[src/rtl/pulse_input_qualifier.sv]
// Pulse input qualifier: synchronizes a raw pulse, timestamps rises, rejects glitches and dead-time violations.
// Latency: rise seen g_sync_stages+1 cycles after the pin; record on rec_*_o one cycle after the fall is detected.
// Backpressure: rec_ready_i stalls the record FIFO; a qualified pulse arriving while full is dropped and flagged.

module pif_fifo #(
    parameter int g_width = 8,
    parameter int g_depth = 4
) (
    input  logic               i_clk,
    input  logic               i_rst_n,
    input  logic               i_wr_vld,
    output logic               o_wr_rdy,
    input  logic [g_width-1:0] i_wr_dat,
    output logic               o_rd_vld,
    input  logic               i_rd_rdy,
    output logic [g_width-1:0] o_rd_dat
);
    // First-word-fall-through FIFO; a write into a full FIFO is accepted when the head pops in the same cycle.
    localparam int              c_aw   = $clog2(g_depth);
    localparam logic [c_aw:0]   c_full = (c_aw + 1)'(g_depth);

    logic [g_width-1:0] r_mem [g_depth];
    logic [c_aw-1:0]    r_wptr;
    logic [c_aw-1:0]    r_rptr;
    logic [c_aw:0]      r_count;
    logic               w_empty;
    logic               w_push;
    logic               w_pop;

    assign w_empty  = (r_count == '0);
    assign w_pop    = ~w_empty & i_rd_rdy;
    assign o_wr_rdy = (r_count != c_full) | w_pop;
    assign w_push   = i_wr_vld & o_wr_rdy;
    assign o_rd_vld = ~w_empty;
    assign o_rd_dat = w_empty ? '0 : r_mem[r_rptr];

    // Storage array; contents are only observable through the non-empty head, so no reset.
    always_ff @(posedge i_clk) begin
        if (w_push) begin
            r_mem[r_wptr] <= i_wr_dat;
        end
    end

    // Pointers and occupancy; push and pop in one cycle leave the count unchanged.
    always_ff @(posedge i_clk) begin
        if (!i_rst_n) begin
            r_wptr  <= '0;
            r_rptr  <= '0;
            r_count <= '0;
        end else begin
            if (w_push) begin
                r_wptr <= r_wptr + c_aw'(1);
            end
            if (w_pop) begin
                r_rptr <= r_rptr + c_aw'(1);
            end
            if (w_push && !w_pop) begin
                r_count <= r_count + (c_aw + 1)'(1);
            end else if (w_pop && !w_push) begin
                r_count <= r_count - (c_aw + 1)'(1);
            end
        end
    end
endmodule

module pulse_input_qualifier #(
    parameter int g_sync_stages = 2,
    parameter int g_min_width   = 2,
    parameter int g_min_spacing = 16,
    parameter int g_cnt_width   = 32,
    parameter int g_fifo_depth  = 4
) (
    input  logic                   clk_sys_i,
    input  logic                   rst_n_i,
    input  logic                   enable_i,
    input  logic                   pulse_i,
    output logic                   rec_valid_o,
    input  logic                   rec_ready_i,
    output logic [g_cnt_width-1:0] rec_ts_o,
    output logic [15:0]            rec_width_o,
    output logic                   overflow_o,
    input  logic                   clr_ovf_i,
    output logic [15:0]            reject_cnt_o
);
    typedef struct packed {
        logic [g_cnt_width-1:0] ts;
        logic [15:0]            width;
    } rec_t;

    typedef enum logic [1:0] {
        S_IDLE = 2'd0,
        S_HIGH = 2'd1,
        S_DEAD = 2'd2
    } state_t;

    localparam int c_rec_w = $bits(rec_t);

    logic [g_sync_stages-1:0] r_sync;
    logic [g_sync_stages-1:0] r_fill;
    logic                     r_pulse_d;
    logic                     r_armed;
    logic [g_cnt_width-1:0]   r_ts_cnt;
    state_t                   r_state;
    logic [g_cnt_width-1:0]   r_ts_lat;
    logic [15:0]              r_wcnt;
    logic [15:0]              r_scnt;
    logic [15:0]              r_reject;
    logic                     r_ovf;

    state_t                   w_state_nxt;
    logic [g_cnt_width-1:0]   w_ts_nxt;
    logic [15:0]              w_wcnt_nxt;
    logic [15:0]              w_scnt_nxt;
    logic [15:0]              w_wcnt_inc;
    logic [15:0]              w_scnt_inc;
    logic                     w_pulse_s;
    logic                     w_sync_ok;
    logic                     w_rise;
    logic                     w_push;
    logic                     w_reject;
    logic                     w_fifo_wr_rdy;
    logic                     w_drop;
    rec_t                     w_rec_in;
    rec_t                     w_rec_head;

    // r_fill marks when the synchronizer output reflects a real pin sample rather than reset zeros,
    // so a pulse already high at reset release cannot arm the detector.
    assign w_pulse_s  = r_sync[g_sync_stages-1];
    assign w_sync_ok  = r_fill[g_sync_stages-1];
    assign w_rise     = w_pulse_s & ~r_pulse_d;
    assign w_wcnt_inc = (r_wcnt == 16'hFFFF) ? r_wcnt : r_wcnt + 16'd1;
    assign w_scnt_inc = (r_scnt == 16'hFFFF) ? r_scnt : r_scnt + 16'd1;

    // Pin synchronizer, fill tracker and one-cycle delayed copy for edge detection.
    always_ff @(posedge clk_sys_i) begin
        if (!rst_n_i) begin
            r_sync    <= '0;
            r_fill    <= '0;
            r_pulse_d <= 1'b0;
        end else begin
            r_sync    <= {r_sync[g_sync_stages-2:0], pulse_i};
            r_fill    <= {r_fill[g_sync_stages-2:0], 1'b1};
            r_pulse_d <= w_pulse_s;
        end
    end

    // Free-running timestamp counter and arming flag (re-armed whenever the input is seen low).
    always_ff @(posedge clk_sys_i) begin
        if (!rst_n_i) begin
            r_ts_cnt <= '0;
            r_armed  <= 1'b0;
        end else begin
            r_ts_cnt <= r_ts_cnt + g_cnt_width'(1);
            if (!enable_i) begin
                r_armed <= 1'b0;
            end else if (w_sync_ok && !w_pulse_s) begin
                r_armed <= 1'b1;
            end
        end
    end

    // Qualifier state register with latched timestamp, width and spacing counters.
    always_ff @(posedge clk_sys_i) begin
        if (!rst_n_i) begin
            r_state  <= S_IDLE;
            r_ts_lat <= '0;
            r_wcnt   <= '0;
            r_scnt   <= '0;
        end else begin
            r_state  <= w_state_nxt;
            r_ts_lat <= w_ts_nxt;
            r_wcnt   <= w_wcnt_nxt;
            r_scnt   <= w_scnt_nxt;
        end
    end

    // Next-state logic: width measurement in HIGH, dead time in DEAD; the spacing exit looks one
    // cycle ahead so a rise exactly g_min_spacing after the previous accepted rise lands in IDLE.
    always_comb begin
        w_state_nxt = r_state;
        w_ts_nxt    = r_ts_lat;
        w_wcnt_nxt  = r_wcnt;
        w_scnt_nxt  = r_scnt;
        w_push      = 1'b0;
        w_reject    = 1'b0;
        if (!enable_i) begin
            w_state_nxt = S_IDLE;
        end else begin
            case (r_state)
                S_IDLE: begin
                    if (w_rise && r_armed) begin
                        w_state_nxt = S_HIGH;
                        w_ts_nxt    = r_ts_cnt;
                        w_wcnt_nxt  = 16'd1;
                        w_scnt_nxt  = 16'd1;
                    end
                end
                S_HIGH: begin
                    w_scnt_nxt = w_scnt_inc;
                    if (w_pulse_s) begin
                        w_wcnt_nxt = w_wcnt_inc;
                    end else if (r_wcnt >= 16'(g_min_width)) begin
                        w_push      = 1'b1;
                        w_state_nxt = S_DEAD;
                    end else begin
                        w_reject    = 1'b1;
                        w_state_nxt = S_IDLE;
                    end
                end
                S_DEAD: begin
                    w_scnt_nxt = w_scnt_inc;
                    if (w_rise) begin
                        w_reject = 1'b1;
                    end
                    if ((w_scnt_inc >= 16'(g_min_spacing)) && !w_pulse_s) begin
                        w_state_nxt = S_IDLE;
                    end
                end
                default: begin
                    w_state_nxt = S_IDLE;
                end
            endcase
        end
    end

    assign w_rec_in = '{ts: r_ts_lat, width: r_wcnt};
    assign w_drop   = w_push & ~w_fifo_wr_rdy;

    // Saturating reject counter and sticky overflow flag (a drop beats a same-cycle clear).
    always_ff @(posedge clk_sys_i) begin
        if (!rst_n_i) begin
            r_reject <= '0;
            r_ovf    <= 1'b0;
        end else begin
            if (w_reject && (r_reject != 16'hFFFF)) begin
                r_reject <= r_reject + 16'd1;
            end
            if (w_drop) begin
                r_ovf <= 1'b1;
            end else if (clr_ovf_i) begin
                r_ovf <= 1'b0;
            end
        end
    end

    pif_fifo #(
        .g_width (c_rec_w),
        .g_depth (g_fifo_depth)
    ) u_rec_fifo (
        .i_clk    (clk_sys_i),
        .i_rst_n  (rst_n_i),
        .i_wr_vld (w_push),
        .o_wr_rdy (w_fifo_wr_rdy),
        .i_wr_dat (w_rec_in),
        .o_rd_vld (rec_valid_o),
        .i_rd_rdy (rec_ready_i),
        .o_rd_dat (w_rec_head)
    );

    assign rec_ts_o     = w_rec_head.ts;
    assign rec_width_o  = w_rec_head.width;
    assign overflow_o   = r_ovf;
    assign reject_cnt_o = r_reject;
endmodule

[config.mk]
export PLATFORM = sky130hd
export DESIGN_NAME = pulse_input_qualifier
export DESIGN_NICKNAME = d
export VERILOG_FILES = /design/src/rtl/pulse_input_qualifier.sv
export SDC_FILE = /design/constraint.sdc
export NUM_CORES = 1
export LEC_CHECK = 0
export ABC_CLOCK_PERIOD_IN_PS = 6100
export BUFFER_PORTS_ARGS = -buffer_cell sky130_fd_sc_hd__buf_4
export CORE_MARGIN = 2
export CORE_UTILIZATION = 35
export DETAILED_ROUTE_END_ITERATION = 7
export PLACE_DENSITY = 0.48
export SYNTH_ARGS = -nofsm -noshare
export SYNTH_HDL_FRONTEND = slang
export SYNTH_SLANG_ARGS = --single-unit
export TNS_END_PERCENT = 10
[constraint.sdc]
create_clock -name clk_sys_i -period 6.1 [get_ports clk_sys_i]
set_input_delay 0.61 -clock clk_sys_i [delete_from_list [all_inputs] [get_ports clk_sys_i]]
set_output_delay 0.61 -clock clk_sys_i [all_outputs]
set_load 0.005 [all_outputs]
==> summary.txt <==
Critical path peak fanout - 48
Fmax - 317 MHz
Static Leak - 4.90 nW
Worst slew margin - 28.3%
PostCTS Resize Cnt - 0
Max stage delay on crit path - 1060 ps
Synth Net Count - 1,041
PortBufs - 71
R2R Path End - u_rec_fifo.r_count[2]$_SDFFE_PN0P_
Post CTS Setup Buffer Count - 0
Setup WS pre-CTS - 3160 ps
Cell Chain, Critical Path - mux4_2 > and2_1 > buf_4
Final hold vios - 0
Slowest CP cell - dfxtp_4
Post-CTS Hold Buffers - 0
R2R Path Start - r_wcnt[1]$_SDFFE_PN0P_
Ports - 72
Number of flops mapped to enable cells by yosys - 192
Mapped Area - 13,100 µm²
Critical path class - reg -> out
DR WL/cell - 17.7 µm
Vias per cell - 4.98
CTS tree - done
Commonest non-fill, non-tap cell in the layout - edfxtp_1
Proportion of layout cells with a drive suffix above 1 - 17.8%
TritonCTS sink count - 322
Detailed Route WL - 28,000 µm
Least-Margin Pin Slew - 1080 ps
HP Class - in -> reg
Vias in the first global route - 7,946
Worst Setup EP - rec_ts_o[28]
Vias - 7,855
Final min period - 3150 ps
Synth unique cells - 59
FILL cells - 3,501
Fin. max-slew vios - 0
Die area - 39,100 µm²
Gr usage total - 14.6%
Total global routing overflow - 0
Commonest cells after routing, fill and taps aside - edfxtp_1 (192), dfxtp_1 (128), nand2_1 (108)
WP data required - 5490 ps
CTS clk-pin slew, worst paths - 60 ps
Number of synthesized register bits - 322
Bufs and invs on worst path - 1
Crit path launch type - register
Crit end category - primary output
Post-Syn Instances - 1,021
Initial antenna violation count - 1
Count of final setup violators - 0
1st-iter DRT viols - 490
PnR worst setup slack - 2950 ps
Yosys warning count - 0
Starting Density - 35.7%
Fin nets - 1,101
Fraction of registers with async set/reset - 0%
Avg Cell Area, Syn - 12.9 µm²
Crit path DAT - 2540 ps
Register area share after synthesis - 63.7%
Peak supply drop - 193 µV
First-pass GRT wire length - 44,900 µm
Final RePlAce weighted congestion - 0.761
Rows - 70
Ant diodes - 0
Area delta synth->final - 16.3%
Clk_lat worst skew - 510 ps
Final setup TNS - 0 ps
Delay-heaviest family, CP - flip-flops
Fin crit share - 51.7%
CP Depth - 3
Htree depth - 2
CTS buffer count - 36
Largest net degree at the start of global routing - 93
Max-cap violations - 0
Ys flop type - edfxtp_1
Die height - 198 µm
Status - completed
Number of routed nets with antenna violations - 0
Flop2flop setup slack - 3160 ps
Die Wd - 198 µm
Cells on worst reg2reg path - 11
Total core area - 36,800 µm²
RSZ-0062 raised after global routing - false
Worst clock skew - 14.8 ps
Pwr Total - 5.39 mW
CTS root buf - clkbuf_16
Bufs on Longest Clock Path - 3
Power per cell area - 353 nW/µm²
First-pass detailed-route iteration total - 5
Final HPWL from detailed placement - 16,100 µm
DRC - 0
==> metal layers <==
metal / wire (µm) / vias to the layer above / track usage (%)
met5: 12 / - / 0
met4: 447 / 2 / 3.48
met3: 947 / 41 / 2.46
met2: 13200 / 120 / 24.1
met1: 13300 / 3857 / 20.2
li1: - / 3835 / -
==> per-stage QoR <==
stage | instances | hold slack, ps | util, % | cell area (µm²)
finish | 1576 | 319 | 41.5 | 15300
floorplan | 1021 | 412 | - | 13100
CTS | 1576 | 302 | 41.5 | 15300
detailed placement | 1511 | 424 | 38.3 | 14100
global route | 1576 | 319 | 41.5 | 15300
global placement | 1511 | 415 | 38.3 | 14100
==> cell type report <==
| class | count | area [µm²] | area share, % |
|---|---|---|---|
| Clock inverter | 12 | 135 | 0.885 |
| Tap cell | 468 | 586 | 3.83 |
| Clock buffer | 53 | 1060 | 6.92 |
| Multi-Input combinational cell | 628 | 4490 | 29.4 |
| Timing Repair Buffer | 75 | 563 | 3.69 |
| Inverter | 18 | 67.6 | 0.442 |
| Sequential cell | 322 | 8380 | 54.8 |
==> cells by family after synthesis <==
| family | synth area share, % |
|---|---|
| multiplexers | 8.61 |
| flip-flops | 63.7 |
| buffers and inverters | 2.15 |
| XOR/XNOR | 3.87 |
| AND/OR/NAND/NOR | 15.5 |
| AO/OA/AOI/OAI | 4.75 |
| adder cells (fa/ha/maj) | 1.39 |
==> registers in the layout, indices dropped and copies added, names as in the netlist, 2 cells and up, named ones only <==
register	flops
u_rec_fifo.r_mem	192
r_scnt	16
reject_cnt_o	16
r_state	2
r_wcnt	16
r_fill	2
u_rec_fifo.r_rptr	2
r_sync	2
r_ts_cnt	32
r_ts_lat	32
u_rec_fifo.r_count	3
u_rec_fifo.r_wptr	2
==> synth_stat cells (6+ instances only) <==
cell type,instances,area share [%]
nand3_1,33,1.3
xnor2_1,23,1.5
nand2_1,108,3.1
clkbuf_1,37,1.1
buf_2,12,0.46
edfxtp_1,192,44
nor2_1,95,2.7
inv_1,17,0.49
mux4_2,48,8.2
and3_1,20,0.95
ha_1,13,1.2
nor4_1,7,0.33
nor3_1,15,0.57
nand4_1,18,0.86
xor2_1,35,2.3
a21oi_1,52,2.0
dfxtp_1,130,20
a31oi_1,6,0.29
and2_1,62,3.0
o21ai_0,23,0.88
or3_1,12,0.57
==> how the worst min path moves through the flow <==
stage / slack [ps] / from / endpoint / depth (start not counted)
2_1_floorplan: 410 / r_fill[0]$_DFF_P_ / r_fill[1]$_SDFF_PN0_ / 1
3_3_place_gp: 420 / r_fill[0]$_DFF_P_ / r_fill[1]$_SDFF_PN0_ / 1
3_5_place_dp: 420 / r_fill[0]$_DFF_P_ / r_fill[1]$_SDFF_PN0_ / 1
4_1_cts: 300 / pulse_i / r_sync[0]$_SDFF_PN0_ / 2
5_1_grt: 320 / pulse_i / r_sync[0]$_SDFF_PN0_ / 2
6_report: 320 / pulse_i / r_sync[0]$_SDFF_PN0_ / 2
==> power by group <==
group | switching, mW | internal (mW) | total (mW)
Sequential | 0.0954 | 2.30 | 2.39
Combinational | 0.356 | 0.496 | 0.852
Clock | 0.849 | 1.29 | 2.14
Total | 1.30 | 4.09 | 5.39
==> worst register-to-register path, stage by stage (launching register included) <==
cell and delay [ps]:
dfxtp_1 520, ha_1 210, nor4_1 50, nand4_1 240, nand3_1 110, nor2_1 420
ha_1 280, inv_1 60, fa_1 370, xor2_1 160, or3_1 300, a21oi_1 140
(Power assumes the default switching activity.)
